[config.mk]
export PLATFORM = sky130hd
export DESIGN_NAME = debounce_bank
export DESIGN_NICKNAME = d
export VERILOG_FILES = /design/src/rtl/debounce_bank.sv
export SDC_FILE = /design/constraint.sdc
export NUM_CORES = 1
export LEC_CHECK = 0
export CAP_MARGIN = 20
export CORE_ASPECT_RATIO = 0.8
export CORE_MARGIN = 2
export CORE_UTILIZATION = 37
export DETAILED_ROUTE_END_ITERATION = 6
export PLACE_DENSITY = 0.58
export SLEW_MARGIN = 20
export SYNTH_ARGS = -nofsm -noshare
export SYNTH_HDL_FRONTEND = slang
export SYNTH_SLANG_ARGS = --single-unit
[constraint.sdc]
create_clock -name i_clk -period 3.09 [get_ports i_clk]
set_input_delay 0.4635 -clock i_clk [delete_from_list [all_inputs] [get_ports i_clk]]
set_output_delay 0.4635 -clock i_clk [all_outputs]
set_load 0.02 [all_outputs]
[src/rtl/debounce_bank.sv]
// Multi-channel push-button conditioner: two-flop synchroniser, stable-sample
// debounce, press/release strobes and an optional per-channel auto-repeat strobe.
//
// Repeat FSM states (one per channel):
//   state      | meaning
//   RPT_IDLE   | not repeating; waits for a press with repeat enabled
//   RPT_DELAY  | held since press; counting toward the first repeat strobe
//   RPT_RUN    | repeating; one strobe every REPEAT_PERIOD cycles
module debounce_bank #(
   parameter int CHANNELS      = 2,
   parameter int ACTIVE_LOW    = 1,
   parameter int STABLE_CYCLES = 500000,
   parameter int REPEAT_DELAY  = 5000000,
   parameter int REPEAT_PERIOD = 1000000
) (
   input  logic                i_clk,
   input  logic                i_reset,
   input  logic [CHANNELS-1:0] i_btn,
   input  logic [CHANNELS-1:0] i_repeat_en,
   output logic [CHANNELS-1:0] o_level,
   output logic [CHANNELS-1:0] o_press,
   output logic [CHANNELS-1:0] o_release,
   output logic [CHANNELS-1:0] o_repeat,
   output logic                o_any_press
);

   localparam int SW   = (STABLE_CYCLES > 1) ? $clog2(STABLE_CYCLES) : 1;
   localparam int RMAX = (REPEAT_DELAY > REPEAT_PERIOD) ? REPEAT_DELAY : REPEAT_PERIOD;
   localparam int RW   = (RMAX > 1) ? $clog2(RMAX) : 1;

   localparam logic [SW-1:0] STABLE_LAST = SW'(STABLE_CYCLES - 1);
   localparam logic [RW-1:0] DELAY_LAST  = RW'(REPEAT_DELAY - 1);
   localparam logic [RW-1:0] PERIOD_LAST = RW'(REPEAT_PERIOD - 1);
   localparam logic          IDLE_RAW    = (ACTIVE_LOW != 0);

   typedef enum logic [1:0] {
      RPT_IDLE  = 2'd0,
      RPT_DELAY = 2'd1,
      RPT_RUN   = 2'd2
   } rpt_state_t;

   logic [CHANNELS-1:0] sync1;
   logic [CHANNELS-1:0] sync2;
   logic [CHANNELS-1:0] btn_s;

   // Sync flops reset to the unpressed raw value so deassertion never looks like a press.
   always_ff @(posedge i_clk or negedge i_reset) begin
      if (!i_reset) begin
         sync1 <= {CHANNELS{IDLE_RAW}};
         sync2 <= {CHANNELS{IDLE_RAW}};
      end else begin
         sync1 <= i_btn;
         sync2 <= sync1;
      end
   end

   assign btn_s = sync2 ^ {CHANNELS{IDLE_RAW}};

   for (genvar ch = 0; ch < CHANNELS; ch++) begin : g_ch
      logic [SW-1:0] cnt;
      logic          level_q;
      logic          press_q;
      logic          release_q;
      rpt_state_t    state;
      rpt_state_t    state_nxt;
      logic [RW-1:0] rcnt;
      logic [RW-1:0] rcnt_nxt;
      logic          rpt_hit;

      always_ff @(posedge i_clk or negedge i_reset) begin
         if (!i_reset) begin
            cnt       <= '0;
            level_q   <= 1'b0;
            press_q   <= 1'b0;
            release_q <= 1'b0;
         end else begin
            press_q   <= 1'b0;
            release_q <= 1'b0;
            if (btn_s[ch] == level_q) begin
               cnt <= '0;
            end else if (cnt == STABLE_LAST) begin
               cnt       <= '0;
               level_q   <= btn_s[ch];
               press_q   <= btn_s[ch];
               release_q <= ~btn_s[ch];
            end else begin
               cnt <= cnt + 1'b1;
            end
         end
      end

      always_ff @(posedge i_clk or negedge i_reset) begin
         if (!i_reset) begin
            state <= RPT_IDLE;
            rcnt  <= '0;
         end else begin
            state <= state_nxt;
            rcnt  <= rcnt_nxt;
         end
      end

      // The strobe is decoded from the registered count so the first repeat lands
      // exactly REPEAT_DELAY cycles after the press strobe.
      always_comb begin
         state_nxt = state;
         rcnt_nxt  = rcnt;
         rpt_hit   = 1'b0;
         if (!level_q || !i_repeat_en[ch]) begin
            state_nxt = RPT_IDLE;
            rcnt_nxt  = '0;
         end else begin
            case (state)
               RPT_IDLE: begin
                  if (press_q) begin
                     state_nxt = RPT_DELAY;
                     rcnt_nxt  = '0;
                  end
               end
               RPT_DELAY: begin
                  if (rcnt == DELAY_LAST) begin
                     rpt_hit   = 1'b1;
                     rcnt_nxt  = '0;
                     state_nxt = RPT_RUN;
                  end else begin
                     rcnt_nxt = rcnt + 1'b1;
                  end
               end
               RPT_RUN: begin
                  if (rcnt == PERIOD_LAST) begin
                     rpt_hit  = 1'b1;
                     rcnt_nxt = '0;
                  end else begin
                     rcnt_nxt = rcnt + 1'b1;
                  end
               end
               default: begin
                  state_nxt = RPT_IDLE;
                  rcnt_nxt  = '0;
               end
            endcase
         end
      end

      assign o_level[ch]   = level_q;
      assign o_press[ch]   = press_q;
      assign o_release[ch] = release_q;
      assign o_repeat[ch]  = rpt_hit;
   end

   assign o_any_press = |o_press;

endmodule

Yosys cells after proc, flatten, opt, wreduce, memory -nomap -nowiden
Index checks and enable logic that the tools add are counted.
{ "totals": {"register_bits": 98, "latchBits": 0, "ram_bits": 0, "mem_bits_ro": 0, "input_bits": 6, "output_inout_bits": 9, "n_memories": 0} }
{ "op_classes": {"addsub": 4, "mul": 0, "n_div": 0, "n_lt_le_gt_ge": 0, "n_eq_ne": 18, "n_shift": 0, "n_mux": 38, "n_bitwise": 5, "reduce_logical": 13} }
{ "ops": {"columns": ["op", "count"], "rows": [
  ["$mux W23", 8],
  ["$pmux W23 S3", 2],
  ["$mux W19", 4],
  ["$add A23 B1 Y23 const B", 2],
  ["$eq A23 B20 Y1 const B", 2],
  ["$eq A23 B23 Y1 const B", 2],
  ["$add A19 B1 Y19 const B", 2],
  ["$eq A19 B19 Y1 const B", 2],
  ["$mux W1", 14],
  ["$mux W2", 6],
  ["$ne A3 B3 Y1 const B", 4],
  ["$pmux W2 S3", 2],
  ["$reduce_and A3 Y1", 2],
  ["$eq A2 B1 Y1 const B", 2],
  ["$eq A2 B2 Y1 const B", 2],
  ["$logic_not A1 Y1", 4],
  ["$logic_not A2 Y1", 2],
  ["$ne A2 B2 Y1 const B", 2],
  ["$not A1 Y1", 4],
  ["$pmux W1 S2", 2],
  ["$reduce_and A2 Y1", 2],
  ["$eq A1 B1 Y1", 2],
  ["$logic_or A1 B1 Y1", 2],
  ["$not A2 Y2", 1],
  ["$reduce_or A2 Y1", 1]
]} }

Depth between registers and ports, before layout
{ "logic_depth": {"depth_word": 4, "mapped_depth": 9, "mapped_depth_nobuf": 7} }

Least setup slack after synthesis
Ideal clock, no wire load.
{ "synth_path": {"path_type": "flip-flop to flip-flop", "start": "register g_ch[0].rcnt[0]", "end": "register g_ch[0].rcnt[22]", "setup_time_ns": 0.070, "arrival_time_ns": 2.084, "required_ns": 3.020, "path_slack_ns": 0.937, "stages_incl_launch_ff": 8, "n_path_buf": 0, "cell_sequence": "dfrtp_1 -> ha_1 -> and4_1 -> nand4_4 -> o41ai_4 -> a211o_1 -> or4_1 -> nand3_1"} }
{ "synth_via": {"elab_chain_len": 4} }
{ "synth_rtl": {"columns": ["element", "line", "text"], "rows": [
  ["from (decl)", "66", "logic [RW-1:0] rcnt;"],
  ["from (signal assigned)", "98", "rcnt <= rcnt_nxt;"],
  ["$add A23 B1 Y23, or another cell as far along", "125, 133", null],
  ["$mux W23, on equally long branches", "129, 120", null],
  ["$pmux W23 S3 *", "112", "case (state)"],
  ["$mux W23 *", "108", "if (!level_q || !i_repeat_en[ch]) begin"]
]} }
Every way passes the cells marked *; elsewhere a longest branch is shown, timed or not.
A chain may end at the register's enable or synchronous reset.

Final worst setup path
{ "layout_path": {"start": "register g_ch[1].rcnt[11]", "end": "output o_repeat[1]"} }
{ "layout_via": {"elab_chain_len": 4} }
{ "layout_rtl": {"columns": ["element", "line", "text"], "rows": [
  ["from (decl)", "66", null],
  ["from (signal assigned)", "98", null],
  ["$eq A23 B20 Y1 or $eq A23 B23 Y1 (tied branches)", "129, 120", null],
  ["$mux W1, on equally long branches", "129, 120", null],
  ["$pmux W1 S2 *", "112", null],
  ["$mux W1 *", "108", null],
  ["to (decl)", "23", "output logic [CHANNELS-1:0] o_repeat,"]
]} }
Marked as above.

==> flow_summary.toml <==
[timing]
worstMarginPinSlew_ps = 827
maxSlewHeadroom_pct = 44.9
hold_viol = 0
timing.final.crit_share_pct = 95.9
clock.fmax_ghz = 0.337
fin_skew_ps = 6.09
holdWs_ps = 139
finalCriticalPeriod_ps = 2960
grt_setup_unrepaired = "no"
maxSlewViolCount = 0
tns_ps = 0
finalSetupViolations = 0

[floorplanning]
core_area_sq_um = 14200
die_height_um = 112
fp.dieW_um = 139
io_pins = 15
core.rowCount = 39
start_util_pct = 37.8
die-area_sq_um = 15500

[detailed_routing]
routedWlPerCell_um = 15.3
drt_iter0_drc = 424
via_per_inst = 5.56
wirelength_um = 11800
num_vias = 4271
first_pass_iters = 5
postRouteAntennaNets = 0
drc = 0

[synth]
synth.net_count = 593
seq_area_frac_synth_pct = 45.7
synth_edf_count = 0
mappedNetlistArea_sq_um = 5380
synth_area_leaders = "dfrtp_1, nand3_1, nand2_1"
yosys.area.top_type = "dfrtp_1"
synth_cell_type_count = 62
synth_flop_cell = "dfrtp_1"
synth-async-reset-ratio_pct = 100
synth_cells = 575
yosysTopAreaCellShare_pct = 43.7
ys_warn_count = 0
ys_ff_latch = 98
syn_area_per_cell_sq_um = 9.36

[place]
hpwl_um = 8060
routabilityCongestion = 0.848
port_buffers = 14

[global_routing]
track_usage_pct = 15.6
grt_start_max_net_pins = 55
grt_overflow_total = 0
grt_pass1_vias = 3945
grt_pass1_wl_um = 19600
antenna_found_initial = 0

[clock_tree]
cts-htree-levels = 3
root_buffer = "clkbuf_16"
post_cts_resized = 0
cts.clk_slew.worst_paths_ps = 60
clk_latency_ps = 360
post_cts_buffers = 0
ctsHoldBuffers = 0
clock_path_buffers = 2
cts.sinks = 98
cts_tree = "done"
cts_buffers = 9

[pwr]
peakVddDrop_mv = 0.258
power_w = 0.00246
p_per_area_nw_per_um2 = 414
p_leak_nw = 2.32

[worst_setup_path]
endpoint_kind = "output port"
cp.required_ps = 2630
worstSetupPathType = "flop to output port"
arrival_ps = 2500
startpoint_type = "flop"
critical_path.max_fanout = 7

[job]
cap_violations = 0

[layout]
layout.nets = 598
multiInputGateArea_sq_um = 2720
seq_area_sq_um = 2460
drive_gt1_share_pct = 8.39
final_common_cell = "dfrtp_1"
layout_common_cells = "dfrtp_1, nand2_1, nor2_1, nand3_1, a31oi_1"
fillers = 1389
area_delta_synth_final_pct = 10.2
diodes = 0

[run_status]
status = "finished, final reports clean"

[hold_path]
holdCritPathClass = "input pin to asynchronous set/reset pin"
-- Yosys cell counts (12+ instances only) --
library cell / count
a21oi_1: 17
a31oi_1: 22
and3_1: 18
dfrtp_1: 94
ha_1: 12
nand2_1: 67
nand3_1: 54
nand4_1: 19
nor2_1: 61
nor3_1: 15
o21ai_0: 12
xnor2_1: 17
xor2_1: 18
-- worst max-delay path, stage by stage, from the launching register on --
cell             delay (ps)
dfrtp_1                 430
or4b_4                  590
o32ai_1                 270
nor3b_1                 220
clkdlybuf4s50_1         640
-- registers in the layout, summed over array words and instances (netlist names) --
| name | flops |
|---|---|
| g_ch.cnt | 38 |
| g_ch.level_q | 2 |
| sync1 | 2 |
| g_ch.press_q | 2 |
| g_ch.state | 4 |
| sync2 | 2 |
| g_ch.rcnt | 46 |
| g_ch.release_q | 2 |
-- final timing paths --
check                            startpoint               end  slack [ps]  cells past startpoint
min in group i_clk                 sync1[0]          sync2[0]         360                      0
setup reg to reg            g_ch[1].rcnt[0]  g_ch[1].rcnt[11]         610                      7
max in group asynchronous           i_reset          sync1[0]        2130                      2
hold / removal                      i_reset    g_ch[1].cnt[0]         140                      1
setup / recovery           g_ch[1].rcnt[11]       o_repeat[1]         130                      4
hold reg to reg                    sync1[0]          sync2[0]         360                      0
-- per-layer routing --
layer  wire, um  GRT usage [%]  vias up
li1           -              -     2075
met1       5760           22.0     2098
met2       5250           23.2       84
met3        558           4.43       14
met4        179           5.12        0
met5          0              0        -
-- metrics by stage --
stage	instances	util, %	area, sq um	worst slack, ps
6_report	768	41.6	5930	125
5_1_grt	768	41.6	5930	41.6
4_1_cts	768	41.6	5930	97.8
3_5_place_dp	753	39.6	5640	482
3_3_place_gp	753	39.6	5640	512
2_1_floorplan	575	-	5380	937
-- layout make-up --
type,instances,share of cell area [%]
clock buffer,13,4.72
inverter,11,0.696
tap,184,3.88
clock inverter,2,0.169
multi-input combinational,438,45.8
sequential,98,41.4
timing repair buffer,22,3.33
-- report_power, final --
part	switching [W]	internal [W]
combinational	0.0000389	0.0000149
sequential	0.00000843	0.00129
clock	0.000475	0.000626
-- cells by family after synthesis --
group	Yosys count	share of synthesized area, %
simple gates	289	27.9
flops	98	45.7
compound gates	95	12.7
buf+inv	39	3.91
xor+xnor	35	5.69
fa+ha+maj	12	2.79
mux	7	1.32
No activity file was read; power rests on OpenSTA's default activity.
